[src/rtl/data_mem_arbiter_pkg.sv]
// Shared definitions for the DataMemory arbiter: FSM encoding, port IDs and
// the address legality rule.
package dmem_pkg;

  typedef enum logic [1:0] {
    IDLE   = 2'd0,
    ACCESS = 2'd1,
    RESP   = 2'd2
  } dmem_arb_state_t;

  localparam logic PORT_A = 1'b0;
  localparam logic PORT_B = 1'b1;

  localparam int unsigned DMEM_WORD_AW = 10;

  // Word-aligned and inside [0, 4*2^word_aw); a span >= 32 bits leaves no high bits to test.
  function automatic logic dmem_addr_legal(input logic [31:0] addr,
                                           input int unsigned word_aw = DMEM_WORD_AW);
    logic [31:0] hi_mask;
    hi_mask = ~((32'd1 << (word_aw + 32'd2)) - 32'd1);
    return (addr[1:0] == 2'b00) && ((addr & hi_mask) == '0);
  endfunction

endpackage

[src/rtl/data_mem_arbiter_if.sv]
// Bus bundle between the two requesters, the arbiter and DataMemory.
interface data_mem_arbiter_if #(
  parameter int unsigned DATA_W = 32
);
  logic              ReqA, ReqB;
  logic              WrA, WrB;
  logic [31:0]       AddrA, AddrB;
  logic [DATA_W-1:0] WDataA, WDataB;
  logic              AckA, AckB;
  logic              ErrA, ErrB;
  logic [DATA_W-1:0] RDataA, RDataB;
  logic [31:0]       MemAddress;
  logic [DATA_W-1:0] MemWriteData;
  logic              MemWrite, MemRead;
  logic [DATA_W-1:0] MemReadData;

  modport slave (
    input  ReqA, ReqB, WrA, WrB, AddrA, AddrB, WDataA, WDataB, MemReadData,
    output AckA, AckB, ErrA, ErrB, RDataA, RDataB,
           MemAddress, MemWriteData, MemWrite, MemRead
  );

  modport master (
    output ReqA, ReqB, WrA, WrB, AddrA, AddrB, WDataA, WDataB, MemReadData,
    input  AckA, AckB, ErrA, ErrB, RDataA, RDataB,
           MemAddress, MemWriteData, MemWrite, MemRead
  );
endinterface

[src/rtl/data_mem_arbiter_rr_arb2.sv]
// Two-input round-robin picker; purely combinational, the last-grant flop
// lives in the parent.
module rr_arb2
  import dmem_pkg::*;
(
  input  logic [1:0] req,
  input  logic       last,
  input  logic [1:0] mask,
  output logic       gnt_valid,
  output logic       gnt_id
);

  logic [1:0] eligible;

  always_comb begin
    eligible  = req & ~mask;
    gnt_valid = |eligible;
    gnt_id    = PORT_A;
    case (eligible)
      2'b01:   gnt_id = PORT_A;
      2'b10:   gnt_id = PORT_B;
      2'b11:   gnt_id = ~last;
      default: gnt_id = PORT_A;
    endcase
  end

endmodule

[src/rtl/data_mem_arbiter.sv]
// Round-robin arbiter/sequencer sharing single-port DataMemory between the
// CPU data port (A) and the loader port (B).
module data_mem_arbiter
  import dmem_pkg::*;
#(
  parameter int unsigned DATA_W  = 32,
  parameter int unsigned WORD_AW = 10
) (
  input  logic               Clk,
  input  logic               Reset_n,
  data_mem_arbiter_if.slave  bus
);

  dmem_arb_state_t   state;
  logic              last;
  logic              cur_id;
  logic              lat_wr;
  logic              lat_legal;
  logic              ack_a, ack_b, err_a, err_b;
  logic [DATA_W-1:0] rdata_a, rdata_b;
  logic [31:0]       mem_addr;
  logic [DATA_W-1:0] mem_wdata;
  logic              mem_read, mem_write;

  logic [1:0]        arb_mask;
  logic              gnt_valid, gnt_id;
  logic              sel_wr, sel_legal;
  logic [31:0]       sel_addr;
  logic [DATA_W-1:0] sel_wdata;

  // In RESP the served port's Req may still be high, so it sits out this round.
  always_comb begin
    arb_mask = 2'b00;
    if (state == RESP) arb_mask = (cur_id == PORT_A) ? 2'b01 : 2'b10;
  end

  rr_arb2 u_arb (
    .req       ({bus.ReqB, bus.ReqA}),
    .last      (last),
    .mask      (arb_mask),
    .gnt_valid (gnt_valid),
    .gnt_id    (gnt_id)
  );

  always_comb begin
    sel_wr    = (gnt_id == PORT_B) ? bus.WrB    : bus.WrA;
    sel_addr  = (gnt_id == PORT_B) ? bus.AddrB  : bus.AddrA;
    sel_wdata = (gnt_id == PORT_B) ? bus.WDataB : bus.WDataA;
    sel_legal = dmem_addr_legal(sel_addr, WORD_AW);
  end

  // Mem* outputs are loaded at the granting edge so they are registered and
  // valid for exactly the ACCESS cycle.
  always_ff @(posedge Clk or negedge Reset_n) begin
    if (!Reset_n) begin
      state     <= IDLE;
      last      <= PORT_B;
      cur_id    <= PORT_A;
      lat_wr    <= 1'b0;
      lat_legal <= 1'b0;
      ack_a     <= 1'b0;
      ack_b     <= 1'b0;
      err_a     <= 1'b0;
      err_b     <= 1'b0;
      rdata_a   <= '0;
      rdata_b   <= '0;
      mem_addr  <= '0;
      mem_wdata <= '0;
      mem_read  <= 1'b0;
      mem_write <= 1'b0;
    end else begin
      ack_a     <= 1'b0;
      ack_b     <= 1'b0;
      err_a     <= 1'b0;
      err_b     <= 1'b0;
      mem_read  <= 1'b0;
      mem_write <= 1'b0;
      case (state)
        IDLE, RESP: begin
          if (gnt_valid) begin
            last      <= gnt_id;
            cur_id    <= gnt_id;
            lat_wr    <= sel_wr;
            lat_legal <= sel_legal;
            mem_addr  <= sel_legal ? sel_addr : '0;
            mem_wdata <= sel_legal ? sel_wdata : '0;
            mem_read  <= sel_legal & ~sel_wr;
            mem_write <= sel_legal & sel_wr;
            state     <= ACCESS;
          end else begin
            state     <= IDLE;
          end
        end
        ACCESS: begin
          if (cur_id == PORT_A) begin
            ack_a <= 1'b1;
            err_a <= ~lat_legal;
            if (lat_legal && !lat_wr) rdata_a <= bus.MemReadData;
          end else begin
            ack_b <= 1'b1;
            err_b <= ~lat_legal;
            if (lat_legal && !lat_wr) rdata_b <= bus.MemReadData;
          end
          state <= RESP;
        end
        default: state <= IDLE;
      endcase
    end
  end

  assign bus.AckA         = ack_a;
  assign bus.AckB         = ack_b;
  assign bus.ErrA         = err_a;
  assign bus.ErrB         = err_b;
  assign bus.RDataA       = rdata_a;
  assign bus.RDataB       = rdata_b;
  assign bus.MemAddress   = mem_addr;
  assign bus.MemWriteData = mem_wdata;
  assign bus.MemRead      = mem_read;
  assign bus.MemWrite     = mem_write;

endmodule

[src/flat_wrapper.sv]
// flat-port wrapper written by rule: the top's interface ports become plain ports
module data_mem_arbiter_flat import dmem_pkg::*;
#(
  parameter int unsigned DATA_W  = 32,
  parameter int unsigned WORD_AW = 10
)
  (Clk, Reset_n, bus_ReqA, bus_ReqB, bus_WrA, bus_WrB, bus_AddrA, bus_AddrB, bus_WDataA, bus_WDataB, bus_MemReadData, bus_AckA, bus_AckB, bus_ErrA, bus_ErrB, bus_RDataA, bus_RDataB, bus_MemAddress, bus_MemWriteData, bus_MemWrite, bus_MemRead);
  data_mem_arbiter_if #(.DATA_W(DATA_W)) bus_i ();
  input  logic Clk;
  input  logic Reset_n;
  input wire logic [$bits(bus_i.ReqA)-1:0] bus_ReqA;
  input wire logic [$bits(bus_i.ReqB)-1:0] bus_ReqB;
  input wire logic [$bits(bus_i.WrA)-1:0] bus_WrA;
  input wire logic [$bits(bus_i.WrB)-1:0] bus_WrB;
  input wire logic [$bits(bus_i.AddrA)-1:0] bus_AddrA;
  input wire logic [$bits(bus_i.AddrB)-1:0] bus_AddrB;
  input wire logic [$bits(bus_i.WDataA)-1:0] bus_WDataA;
  input wire logic [$bits(bus_i.WDataB)-1:0] bus_WDataB;
  input wire logic [$bits(bus_i.MemReadData)-1:0] bus_MemReadData;
  output wire logic [$bits(bus_i.AckA)-1:0] bus_AckA;
  output wire logic [$bits(bus_i.AckB)-1:0] bus_AckB;
  output wire logic [$bits(bus_i.ErrA)-1:0] bus_ErrA;
  output wire logic [$bits(bus_i.ErrB)-1:0] bus_ErrB;
  output wire logic [$bits(bus_i.RDataA)-1:0] bus_RDataA;
  output wire logic [$bits(bus_i.RDataB)-1:0] bus_RDataB;
  output wire logic [$bits(bus_i.MemAddress)-1:0] bus_MemAddress;
  output wire logic [$bits(bus_i.MemWriteData)-1:0] bus_MemWriteData;
  output wire logic [$bits(bus_i.MemWrite)-1:0] bus_MemWrite;
  output wire logic [$bits(bus_i.MemRead)-1:0] bus_MemRead;
  assign bus_i.ReqA = bus_ReqA;
  assign bus_i.ReqB = bus_ReqB;
  assign bus_i.WrA = bus_WrA;
  assign bus_i.WrB = bus_WrB;
  assign bus_i.AddrA = bus_AddrA;
  assign bus_i.AddrB = bus_AddrB;
  assign bus_i.WDataA = bus_WDataA;
  assign bus_i.WDataB = bus_WDataB;
  assign bus_i.MemReadData = bus_MemReadData;
  assign bus_AckA = bus_i.AckA;
  assign bus_AckB = bus_i.AckB;
  assign bus_ErrA = bus_i.ErrA;
  assign bus_ErrB = bus_i.ErrB;
  assign bus_RDataA = bus_i.RDataA;
  assign bus_RDataB = bus_i.RDataB;
  assign bus_MemAddress = bus_i.MemAddress;
  assign bus_MemWriteData = bus_i.MemWriteData;
  assign bus_MemWrite = bus_i.MemWrite;
  assign bus_MemRead = bus_i.MemRead;
  data_mem_arbiter #(.DATA_W(DATA_W), .WORD_AW(WORD_AW)) u_core (.Clk(Clk), .Reset_n(Reset_n), .bus(bus_i));
endmodule
[config.mk]
export PLATFORM = sky130hd
export DESIGN_NAME = data_mem_arbiter_flat
export DESIGN_NICKNAME = d
export VERILOG_FILES = /design/src/rtl/data_mem_arbiter_pkg.sv /design/src/rtl/data_mem_arbiter_if.sv /design/src/rtl/data_mem_arbiter_rr_arb2.sv /design/src/rtl/data_mem_arbiter.sv /design/src/flat_wrapper.sv
export SDC_FILE = /design/constraint.sdc
export NUM_CORES = 1
export LEC_CHECK = 0
export CAP_MARGIN = 15
export CORE_MARGIN = 3
export CORE_UTILIZATION = 44
export DETAILED_ROUTE_END_ITERATION = 8
export HOLD_SLACK_MARGIN = 0.03
export PLACE_DENSITY = 0.87
export RECOVER_POWER = 100
export SYNTH_ARGS = -nofsm -noshare
export SYNTH_HDL_FRONTEND = slang
export SYNTH_HIERARCHICAL = 1
export SYNTH_SLANG_ARGS = --single-unit
export TNS_END_PERCENT = 30
[constraint.sdc]
create_clock -name Clk -period 4.7 [get_ports Clk]
set_input_delay 0.94 -clock Clk [delete_from_list [all_inputs] [get_ports Clk]]
set_output_delay 0.94 -clock Clk [all_outputs]
set_load 0.005 [all_outputs]
After elaboration in Yosys (flattened, before gate mapping)

Cells that the tools add are included.

Bits of input ports: 166
Logic and storage cells: 60
Output and inout port bits: 134
Register bits after elaboration: 140

Equal/unequal tests: 4
Bitwise logic cells: 8
Multiplexer cells: 22
Reductions and logical operators: 11

Operators with widths:

| cell                                                            | count |
|---|---|
| 32-bit two-way mux                                              | 4 |
| 32-bit zero test                                                | 1 |
| 1-bit two-way mux                                               | 14 |
| 2-bit == test, second input constant                            | 3 |
| 3-bit AND reduction                                             | 2 |
| 2-bit zero test                                                 | 2 |
| 2-bit two-way mux                                               | 2 |
| 1-bit inverter                                                  | 4 |
| 2-bit case mux with 2 select lines                              | 1 |
| 2-bit OR reduction                                              | 2 |
| 1-bit AND                                                       | 2 |
| 2-bit AND                                                       | 1 |
| 2-bit by 1-bit == test with 1-bit output, second input constant | 1 |
| 1-bit logical AND                                               | 2 |
| 2-bit inverter                                                  | 1 |
| 1-bit case mux with 2 select lines                              | 1 |
| 2-bit AND reduction                                             | 1 |
| 1-bit zero test                                                 | 1 |

Longest topological paths before layout

Gate-level depths: netlist of run 1.

Depth after elaboration: 12
Mapped depth: 9
Depth with buffers taken out: 7

Cells and area by module

Netlist of run 1, hierarchy kept.

Modules (own cells, without submodules):

| module           | seq. area each (sq um) | cells an instance | area each (sq um) | times used |
|---|---|---|---|---|
| data_mem_arbiter | 3504.6                 | 426               | 6028.3            | 1 |
| rr_arb2          | 0.0                    | 5                 | 38.8              | 1 |

Worst setup path before layout of run 1

OpenSTA, ideal clock, no wires.

Path kind: input to register
Start: input port bus_ReqB
End: register u_core.mem_addr[2], in the netlist u_core/bus.MemAddress[2]
Setup time: 0.104 ns
Arrival time: 2.389 ns
Stages: 7
Setup slack: 2.208 ns
Data required time: 4.596 ns
Cell sequence: nand2b_4 -> a31oi_2 -> or4b_1 -> o22ai_2 -> o21ai_2 -> buf_6 -> o41ai_2

Word-level cells in the longest chain between the ends: 7

Ends and longest elaborated chain:

| element                                                    | line                           | source |
|---|---|---|
| from (decl)                                                | flat_wrapper.sv:12             | `input wire logic [$bits(bus_i.ReqB)-1:0] bus_ReqB;` |
| 2-bit AND *                                                | data_mem_arbiter_rr_arb2.sv:16 | `eligible = req & ~mask;` |
| 2-bit == test                                              | data_mem_arbiter_rr_arb2.sv:19 | `case (eligible)` |
| 1-bit case mux with 2 select lines *                       | data_mem_arbiter_rr_arb2.sv:19 |  |
| named net u_core.gnt_id                                    | data_mem_arbiter.sv:26         | `logic gnt_valid, gnt_id;` |
| 32-bit two-way mux *                                       | data_mem_arbiter.sv:47         | `sel_addr = (gnt_id == PORT_B) ? bus.AddrB : bus.AddrA;` |
| 32-bit zero test / 2-bit zero test (equally long branches) | data_mem_arbiter_pkg.sv:21     | `return (addr[1:0] == 2'b00) && ((addr & hi_mask) == '0);` |
| 1-bit logical AND                                          | data_mem_arbiter_pkg.sv:21     |  |
| 32-bit two-way mux *                                       | data_mem_arbiter.sv:85         | `mem_addr <= sel_legal ? sel_addr : '0;` |
| to (signal assigned)                                       | data_mem_arbiter.sv:85         |  |
| to (decl)                                                  | data_mem_arbiter.sv:21         | `logic [31:0] mem_addr;` |

Mark *: on every way through the listed nets, which the timed path passes. The rest lies on a longest branch.
A chain may end at the register's enable or synchronous reset.

Worst setup path after layout of run 1

Start: input port bus_ReqA
End: register u_core.mem_addr[3], in the netlist u_core/bus.MemAddress[3]

Word-level cells in the longest chain between the ends: 7

Ends and longest elaborated chain:

| element                                                    | line                           | source |
|---|---|---|
| from (decl)                                                | flat_wrapper.sv:11             | `input wire logic [$bits(bus_i.ReqA)-1:0] bus_ReqA;` |
| 2-bit AND *                                                | data_mem_arbiter_rr_arb2.sv:16 |  |
| 2-bit == test                                              | data_mem_arbiter_rr_arb2.sv:19 |  |
| 1-bit case mux with 2 select lines *                       | data_mem_arbiter_rr_arb2.sv:19 |  |
| named net u_core.gnt_id                                    | data_mem_arbiter.sv:26         |  |
| 32-bit two-way mux *                                       | data_mem_arbiter.sv:47         |  |
| 32-bit zero test / 2-bit zero test (equally long branches) | data_mem_arbiter_pkg.sv:21     |  |
| 1-bit logical AND                                          | data_mem_arbiter_pkg.sv:21     |  |
| 32-bit two-way mux *                                       | data_mem_arbiter.sv:85         |  |

Marked as above.

==> metrics.md, run 1 <==
| Metric | Value |
|---|---|
| Synth Area in Adders | `0%` |
| Synth Area in Compound Gates | `11.7%` |
| Comb pwr share | `16.7%` |
| WHS | `471 ps` |
| CP max stage delay | `620 ps` |
| Hold EP | `u_core/bus.MemWriteData[1]` |
| Clock skew | `8.24 ps` |
| Violated checks | `capacitance limit, slew limit` |
| Drt wl/cell | `20.3 µm` |
| Post-CTS setup buffer count | `0` |
| Crit path DAT | `3860 ps` |
| Clock Sinks | `140` |
| Final setup vio count | `0` |
| First-pass GRT wire length | `27800 µm` |
| FF-to-FF setup slack | `1400 ps` |
| Register Area | `3500 µm²` |
| Die area | `15200 µm²` |
| # rows | `42` |
| Final Wtd Congestion | `0.796` |
| Mapped cell area | `6070 µm²` |
| Tot GR Track Use | `24.4%` |
| DRT antenna net count | `0` |
| CTS Root Cell | `clkbuf_16` |
| CP required | `4970 ps` |
| Clock share of power | `41.8%` |
| Slowest CP cell | `o41ai_1` |
| Pleak | `4.47 nW` |
| Die Span Y | `123 µm` |
| Yosys cell types | `35` |
| Post-CTS sizing | `0` |
| Crit-path cells | `dlygate4sd3_1, a31oi_4, or4b_1, o22ai_1, o21ai_4, clkbuf_2, o41ai_1` |
| Starting density of the core | `45.5%` |
| Worst hold path depth | `2` |
| Min Tclk post-route | `3590 ps` |
| Slew Limit Fails | `176` |
| Clock transition at path regs | `60 ps` |
| CP Class | `primary input to register` |
| Fillers | `933` |
| # diodes | `0` |
| Layout cells sized above 1 | `14.7%` |
| DRT iter0 DRCs | `232` |
| Syn Inst Count | `431` |
| Mean Syn Cell Area | `14.1 µm²` |
| Final Power | `0.00309 W` |
| Nets@finish | `892` |
| Startpoint types | `primary input` |
| PD cells | `325 nW/µm²` |
| H-tree Lvls | `4` |
| Unrepaired setup endpoints after global routing | `false` |
| Placed Cells | `883` |
| Post-synthesis simple-gate area fraction | `8.72%` |
| Pint | `0.00230 W` |
| Post-synthesis sequential area ratio | `57.8%` |
| Drt first pass iters | `6` |
| Kind of end point of the critical path | `register` |
| Die span in x | `123 µm` |
| Max_cap viols | `3` |
| Tcrit/Tclk final | `76.3%` |
| Hold crit path type | `register to register` |
| Peak supply drop | `214 µV` |
| Switching share of total power | `25.7%` |
| Worst reg2reg path depth | `8` |
| Largest net degree at the start of global routing | `110` |
| Fmax | `0.279 GHz` |
| Hold Buf Count CTS | `0` |
| Status | `finished with violations` |
| Area growth syn-to-layout | `56.8%` |
| Reg power frac | `41.5%` |
| Avg Vias per Cell | `5.19` |
| Synthesized Nets | `597` |
| Yosys reg bits | `140` |
| Crit path max-delay family | `compound AO/OA/AOI/OAI gates` |
| Final HPWL DP | `13900 µm` |
| Multi-input gate area | `2160 µm²` |
| Post-synthesis xor/xnor area fraction | `0%` |
| RR Startpoint | `u_core/cur_id` |
| Yosys Warn Count | `6` |
| GRT overflow | `0` |
| Clock latency on the worst-skew pair | `410 ps` |
| Critical register-to-register path endpoint | `u_core/bus.MemAddress[3]` |
| I/O Buffers | `299` |
| Initial antenna violation count | `0` |
| Final hold vios | `0` |
| Crit path max fanout | `45` |
| Hold Crit Start | `u_core/bus.MemWriteData[1]` |
| Total net switching power | `0.000795 W` |
| Setup tns final | `0 ps` |
| Vias in the first global route | `5102` |
| Final cell count without fillers | `915` |
| Worst path bufs/invs | `2` |
| CTS Buf Count | `17` |
| Routed WL | `18600 µm` |
| Buffer depth of the longest clock path | `2` |
| Top-Level Pins | `300` |
| Vias | `4746` |
| Core ar. | `13300 µm²` |
| Combinational family with the most area after synthesis | `multiplexers` |
| Mux cell area share after synthesis | `19.0%` |
| Relative slew slack | `-75.3%` |
| DRC viols | `0` |
| Worst-Margin Slew | `2630 ps` |
| TritonCTS clock tree | `yes` |
==> flip-flops by register name, indices dropped and copies added, names as in the netlist <==
| name | count |
|---|---|
| u_core/lat_wr | 1 |
| u_core/bus.MemAddress | 32 |
| u_core/state | 2 |
| u_core/lat_legal | 1 |
| u_core/bus.ErrB | 1 |
| u_core/bus.MemRead | 1 |
| u_core/bus.MemWrite | 1 |
| u_core/last | 1 |
| u_core/bus.AckB | 1 |
| u_core/bus.RDataA | 32 |
| u_core/cur_id | 1 |
| u_core/bus.AckA | 1 |
| u_core/bus.MemWriteData | 32 |
| u_core/bus.ErrA | 1 |
| u_core/bus.RDataB | 32 |
==> worst min-delay path, delay by kind of cell, from the launching register on <==
| family | cells | cell delay, ps |
|---|---|---|
| AO/OA/AOI/OAI | 1 | 50 |
| flip-flops | 1 | 340 |
| AND/OR/NAND/NOR | 1 | 50 |
==> layer usage <==
| layer | global-route usage [%] | part of all wire, % | vias to the layer above |
|---|---|---|---|
| li1 | - | - | 2186 |
| met1 | 27.5 | 37 | 2309 |
| met2 | 43.2 | 52 | 221 |
| met3 | 7.78 | 8.5 | 30 |
| met4 | 8.58 | 2.6 | 0 |
| met5 | 0 | 0 | - |
==> layout by cell type (no fill, tap or decap), types with 2 or more instances in the layout <==
| cell type | count |
|---|---|
| clkinvlp_4 | 4 |
| bufinv_16 | 2 |
| and2_0 | 10 |
| or4_1 | 5 |
| clkinv_2 | 3 |
| o41ai_1 | 42 |
| nand2_1 | 50 |
| clkbuf_2 | 4 |
| clkbuf_16 | 17 |
| inv_1 | 4 |
| clkdlybuf4s50_1 | 163 |
| and2_1 | 12 |
| nor4_1 | 5 |
| clkbuf_1 | 4 |
| nor2b_1 | 3 |
| dfrtp_1 | 139 |
| mux2_2 | 63 |
| inv_6 | 3 |
| o21ai_0 | 2 |
| a31oi_4 | 2 |
| mux2i_1 | 43 |
| o21ai_4 | 2 |
| buf_4 | 2 |
| dlygate4sd3_1 | 135 |
| nor2_1 | 3 |
==> kinds of logic (layout without fill, tap and decap cells) <==
group | Yosys count | count (layout)
AO/OA/AOI/OAI | 50 | 50
buffers and inverters | 35 | 343
flip-flops | 140 | 140
multiplexers | 107 | 107
AND/OR/NAND/NOR | 99 | 99
==> metrics by stage <==
step                util (%)  setup WS [ps]  instance area, µm²
floorplan                  -           2210                6070
global placement        69.3           1280                9250
detailed placement      69.3           1140                9250
CTS                     73.6           1600                9820
global route            71.3            906                9510
finish                  71.3           1110                9510
==> cells in the mapped netlist <==
master,n,share of area [%]
o41ai_2,37,9.9
o41ai_1,5,0.72
o21ai_2,1,0.14
buf_1,2,0.12
nor2_1,3,0.19
nor3b_2,1,0.21
or4b_1,1,0.16
o21ai_0,1,0.082
and4b_1,1,0.16
nand2_1,50,3.1
nor3b_1,1,0.12
o31ai_1,1,0.12
dfrtp_1,139,57
buf_2,10,0.82
and3b_1,1,0.14
clkbuf_1,15,0.93
o21ai_1,2,0.16
dfstp_2,1,0.43
or4_1,5,0.62
o22ai_2,1,0.21
and2_1,22,2.3
nor4b_1,1,0.14
mux2i_1,43,7.1
nor4b_2,1,0.25
a31oi_2,1,0.21
mux2_2,64,12
nand3b_1,1,0.12
buf_6,4,0.74
nand2b_4,1,0.23
inv_1,4,0.25
nor3_1,1,0.082
nor2b_1,3,0.31
a31oi_1,1,0.10
nand2b_1,1,0.10
nor4_1,5,0.52
==> area by class of cell <==
cell class              count  area share (%)
well taps                 176            2.31
multi-input cells         256            22.7
clock inverters            13            1.47
inverters                   4           0.158
flip-flops and latches    140            36.8
repair buffers            307            32.0
clock buffers              19            4.55
==> worst max path at each step <==
stage                                  end  startpoint  cells after the start
6_report          u_core/bus.MemAddress[3]    bus_ReqA                      7
5_1_grt        u_core/bus.MemWriteData[12]     Reset_n                      2
4_1_cts        u_core/bus.MemWriteData[31]    bus_ReqB                      8
3_5_place_dp      u_core/bus.MemAddress[3]    bus_ReqB                      7
3_3_place_gp    u_core/bus.MemWriteData[1]    bus_ReqB                      8
2_1_floorplan     u_core/bus.MemAddress[2]    bus_ReqB                      7
==> power groups by stage <==
stage / combinational [W] / sequential, W / clock [W]
finish: 0.000518 / 0.00128 / 0.00129
global route: 0.000562 / 0.00129 / 0.00137
CTS: 0.000546 / 0.00128 / 0.00131
detailed placement: 0.000540 / 0.00131 / 0
global placement: 0.000522 / 0.00130 / 0
floorplan: 0.000244 / 0.00130 / 0
Note: power is estimated with default switching activity, not from simulation.
==> inputs of run 2 (changes only) <==
Settings changed: CORE_UTILIZATION 44 to 37, PLACE_DENSITY 0.87 to 0.78.
Clock period 4.7 ns to 2.9 ns, I/O delays scaled along.
==> run 2 against run 1 <==
- combinational power increased by 62%
- wire length fell by 2.6%
- critical path type unchanged
- the flow still finishes with violations (capacitance limit, slew limit)
- sequential power is 62% higher
- non-clock buffer count is 4 higher
- worst hold slack got worse by 0.95 ps
- clock power increased by 72%
- count of clock-buffer cells in the layout grew 1
- via count decreased by 0.99%
- sequential cell count is the same
==> metrics.md, run 2 (same netlist as run 1, synthesis figures left out) <==
| Metric | Value |
|---|---|
| Setup tns final | `0 ps` |
| Dpl cell area | `9380 µm²` |
| DRT iter0 DRCs | `140` |
| DRT antenna net count | `0` |
| DRC viols | `0` |
| Starting density of the core | `38.1%` |
| Final HPWL DP | `13700 µm` |
| Clock transition at path regs | `60 ps` |
| Clock latency on the worst-skew pair | `410 ps` |
| Final setup vio count | `0` |
| Worst-Margin Slew | `1580 ps` |
| CTS Root Cell | `clkbuf_16` |
| CP max stage delay | `590 ps` |
| Status | `finished with violations` |
| # rows | `46` |
| Largest net degree at the start of global routing | `70` |
| Core ar. | `15900 µm²` |
| Most common cell after layout, fill and taps aside | `clkdlybuf4s50_1` |
| Kind of end point of the critical path | `register` |
| # diodes | `0` |
| Fmax | `0.375 GHz` |
| I/O Buffers | `299` |
| Hold Buf Count CTS | `0` |
| First-pass GRT wire length | `28200 µm` |
| Die area | `18000 µm²` |
| CTS Buf Count | `17` |
| Pleak | `4.55 nW` |
| Tcrit/Tclk final | `91.9%` |
| Crit path max fanout | `45` |
| Crit-path cells | `dlygate4sd3_1, a31oi_4, clkbuf_2, nor3_1, a31oi_4, buf_12, o41ai_1` |
| Commonest cells after routing, fill and taps aside | `163 x clkdlybuf4s50_1, 139 x dfrtp_1, 135 x dlygate4sd3_1` |
| Min Tclk post-route | `2670 ps` |
| Layout cells sized above 1 | `16.2%` |
| Top-Level Pins | `300` |
| Drt first pass iters | `4` |
| Clock skew | `8.05 ps` |
| Crit path DAT | `2940 ps` |
| Slew Limit Fails | `68` |
| Hold crit path type | `register to register` |
| CP Class | `primary input to register` |
| Violated checks | `capacitance limit, slew limit` |
| WHS | `471 ps` |
| PD cells | `531 nW/µm²` |
| H-tree Lvls | `4` |
| Post-CTS sizing | `0` |
| Area growth syn-to-layout | `59.8%` |
| Relative slew slack | `-5.59%` |
| Clock Sinks | `140` |
| Vias | `4699` |
| Final Cell Area | `9690 µm²` |
| Nets@finish | `896` |
| TritonCTS clock tree | `yes` |
| Vias in the first global route | `5246` |
| Routed WL | `18100 µm` |
| Final hold vios | `0` |
| Drt wl/cell | `18.9 µm` |
| Startpoint types | `primary input` |
| GRT overflow | `0` |
| Initial antenna violation count | `0` |
| Post-CTS setup buffer count | `0` |
| Buffer depth of the longest clock path | `2` |
| CP most frequent cell | `a31oi_4` |
| Peak supply drop | `367 µV` |
| Unrepaired setup endpoints after global routing | `false` |
| Slowest CP cell | `dlygate4sd3_1` |
| Die Span Y | `134 µm` |
| Max_cap viols | `1` |
| Final Wtd Congestion | `0.783` |
| Avg Vias per Cell | `4.90` |
| Die span in x | `134 µm` |
| CP required | `3170 ps` |
| Tot GR Track Use | `20.1%` |
-- run 2: layer usage --
layer	wire, µm	vias up	share of wire, %	track usage (%)
li1	-	2179	-	-
met1	6830	2305	38	22.3
met2	9610	189	53	36.4
met3	1280	26	7.1	6.23
met4	409	0	2.3	7.13
met5	0	-	0	0
-- run 2: path summary, 6_finish.rpt --
| check | end | start | cells after the start | slack (ps) |
|---|---|---|---|---|
| setup / recovery | u_core/bus.MemWriteData[14] | bus_ReqA | 7 | 230 |
| hold / removal | u_core/bus.MemWriteData[6] | u_core/bus.MemWriteData[6] | 2 | 470 |
| max in group asynchronous | u_core/bus.RDataA[12] | Reset_n | 2 | 700 |
| setup reg to reg | u_core/bus.MemWriteData[14] | u_core/cur_id | 8 | 240 |
| min in group asynchronous | u_core/bus.RDataA[25] | Reset_n | 1 | 570 |
| hold reg to reg | u_core/bus.MemWriteData[6] | u_core/bus.MemWriteData[6] | 2 | 470 |
-- run 2: cell type report --
type                    instances  area (µm²)
clock buffers                  20         457
clock inverters                12         163
fillers                      1282        6250
inverters                       4        15.0
multi-input cells             256        2180
flip-flops and latches        140        3500
well taps                     216         270
repair buffers                311        3110
-- run 2: metrics by stage --
| stage | utilization (%) | power, W | worst slack (ps) | std cells |
|---|---|---|---|---|
| after CTS | 62.7 | 0.00526 | 272 | 959 |
| after floorplan | - | 0.00250 | 673 | 431 |
| after global routing | 60.8 | 0.00537 | 75.4 | 959 |
| final | 60.8 | 0.00515 | 234 | 959 |
| after global placement | 58.8 | 0.00299 | 34.9 | 927 |
| after detailed placement | 58.8 | 0.00302 | -49.7 | 927 |
-- run 2: report_power, final --
part,internal [W],switching [W],leakage [nW],total [W]
logic,0.000427,0.000414,2.38,0.000841
clock network,0.00141,0.000813,0.302,0.00222
registers,0.00203,0.0000509,1.87,0.00208
total,0.00387,0.00128,4.55,0.00515
-- run 2: critical path: cells and delay by family --
kind	cells	cell delay, ps
buffers and inverters	3	1270
AOI/OAI and AO/OA	3	620
and+or+nand+nor	1	460
==> inputs of run 3 (changes only) <==
Settings changed: CORE_MARGIN 3 to 8, CTS_CLUSTER_SIZE set to 24.
==> run 3 against run 2 <==
- the run still ends with capacitance limit, slew limit left
- sequential power about the same
- worst hold slack worse by 8.0 ps
- core utilization down 1.7 points
- non-clock buffer count down 2
- cell count up 0.10%
- count of clock-buffer cells in the layout down 3
- critical path depth up 1
- wire length up 3.3%
- clock skew up 1.9 ps
- setup slack worse by 7.7 ps
- clock power down 6%
- global-route usage down 2.2 points
==> metrics.md, run 3 (same netlist as run 1, synthesis figures left out) <==
| Metric | Value |
|---|---|
| Worst hold path depth | `1` |
| Crit path max-delay family | `compound AO/OA/AOI/OAI gates` |
| Max_cap viols | `1` |
| Drt first pass iters | `4` |
| Crit path DAT | `2950 ps` |
| Final hold vios | `0` |
| Area growth syn-to-layout | `58.8%` |
| GRT overflow | `0` |
| DRT antenna net count | `0` |
| CP Class | `register to register` |
| Final Wtd Congestion | `0.815` |
| Slew Limit Fails | `69` |
| Post-CTS sizing | `0` |
| CTS Root Cell | `clkbuf_16` |
| Fmax | `0.374 GHz` |
| # rows | `47` |
| CP max stage delay | `460 ps` |
| Avg Vias per Cell | `4.94` |
| Buffer depth of the longest clock path | `2` |
| Relative slew slack | `-12.8%` |
| Die Span Y | `144 µm` |
| Commonest cells after routing, fill and taps aside | `163 x clkdlybuf4s50_1, 139 x dfrtp_1, 135 x dlygate4sd3_1` |
| Final Cell Area | `9630 µm²` |
| Crit path max fanout | `45` |
| Final Power | `0.00501 W` |
| Final setup vio count | `0` |
| Startpoint types | `register` |
| Vias in the first global route | `5196` |
| Clock skew | `10.0 ps` |
| Crit-path cells | `nor3b_1, inv_1, a31oi_4, or4b_1, o22ai_1, o21ai_4, buf_6, o41ai_1` |
| First-pass GRT wire length | `28600 µm` |
| Dpl cell area | `9370 µm²` |
| Peak supply drop | `361 µV` |
| Hold EP | `u_core/state[1]` |
| Unrepaired setup endpoints after global routing | `false` |
| Status | `finished with violations` |
| Setup tns final | `0 ps` |
| Clock Sinks | `140` |
| Critical register-to-register path endpoint | `u_core/bus.MemWriteData[6]` |
| TritonCTS clock tree | `yes` |
| H-tree Lvls | `4` |
| Post-CTS setup buffer count | `0` |
| Tot GR Track Use | `17.9%` |
| Core ar. | `16300 µm²` |
| Worst reg2reg path depth | `8` |
| Hold Crit Start | `u_core/state[1]` |
| Die area | `20800 µm²` |
| Largest net degree at the start of global routing | `70` |
| CTS Buf Count | `17` |
| CP required | `3180 ps` |
| Clock transition at path regs | `60 ps` |
| I/O Buffers | `299` |
| Hold crit path type | `register to register` |
| Top-Level Pins | `300` |
| FF-to-FF setup slack | `230 ps` |
| Routed WL | `18700 µm` |
| Die span in x | `144 µm` |
| Final HPWL DP | `14100 µm` |
| Kind of end point of the critical path | `register` |
| Vias | `4745` |
| Violated checks | `capacitance limit, slew limit` |
| # diodes | `0` |
| Worst-Margin Slew | `1690 ps` |
| DRC viols | `0` |
| Min Tclk post-route | `2670 ps` |
| Drt wl/cell | `19.5 µm` |
| Slowest CP cell | `or4b_1` |
| Hold Buf Count CTS | `0` |
| Tcrit/Tclk final | `92.2%` |
| PD cells | `520 nW/µm²` |
| Clock latency on the worst-skew pair | `410 ps` |
| RR Startpoint | `u_core/cur_id` |
| Worst path bufs/invs | `2` |
| Layout cells sized above 1 | `15.8%` |
| Most common cell after layout, fill and taps aside | `clkdlybuf4s50_1` |
| Starting density of the core | `37.2%` |
| Pleak | `4.51 nW` |
| Initial antenna violation count | `0` |
| Nets@finish | `894` |
| DRT iter0 DRCs | `161` |
==> run 3: per-layer routing <==
layer  routed length, µm  vias up  GRT usage, %
li1                    -     2175             -
met1                7270     2332          21.3
met2                9660      207          30.2
met4                 406        0          6.59
met5                   0        -             0
met3                1400       31          5.05
==> run 3: worst max-delay path by stage <==
stage                             start                           to  slack [ps]  cells past startpoint
after CTS                 u_core/cur_id   u_core/bus.MemWriteData[2]         330                      8
after global placement         bus_ReqB   u_core/bus.MemWriteData[0]         110                      8
after global routing      u_core/cur_id  u_core/bus.MemWriteData[27]          80                      8
after floorplan           u_core/cur_id     u_core/bus.MemAddress[2]         670                      8
after detailed placement       bus_ReqB   u_core/bus.MemWriteData[2]          20                      8
final                     u_core/cur_id   u_core/bus.MemWriteData[6]         230                      8
==> run 3: cell type report <==
class,count,area [µm²]
clock buffer,17,425
clock inverter,14,148
fill,1301,6660
inverter,4,15.0
multi-input combinational,256,2170
sequential,140,3500
tap,220,275
timing repair buffer,309,3090
==> run 3: report_power, final <==
| part | internal, W | switching (W) | leakage [nW] |
|---|---|---|---|
| sequential | 0.00203 | 0.0000495 | 1.87 |
| combinational | 0.000423 | 0.000413 | 2.36 |
| clock | 0.00126 | 0.000826 | 0.273 |
| total | 0.00372 | 0.00129 | 4.51 |
==> run 3: metrics by stage <==
stage,utilization [%],hold slack (ps),setup slack (ps),instances
after floorplan,-,284,673,431
after global placement,57.5,454,108,929
after detailed placement,57.5,455,18.0,929
after CTS,61.0,181,331,960
after global routing,59.1,487,84.2,960
final,59.1,463,226,960
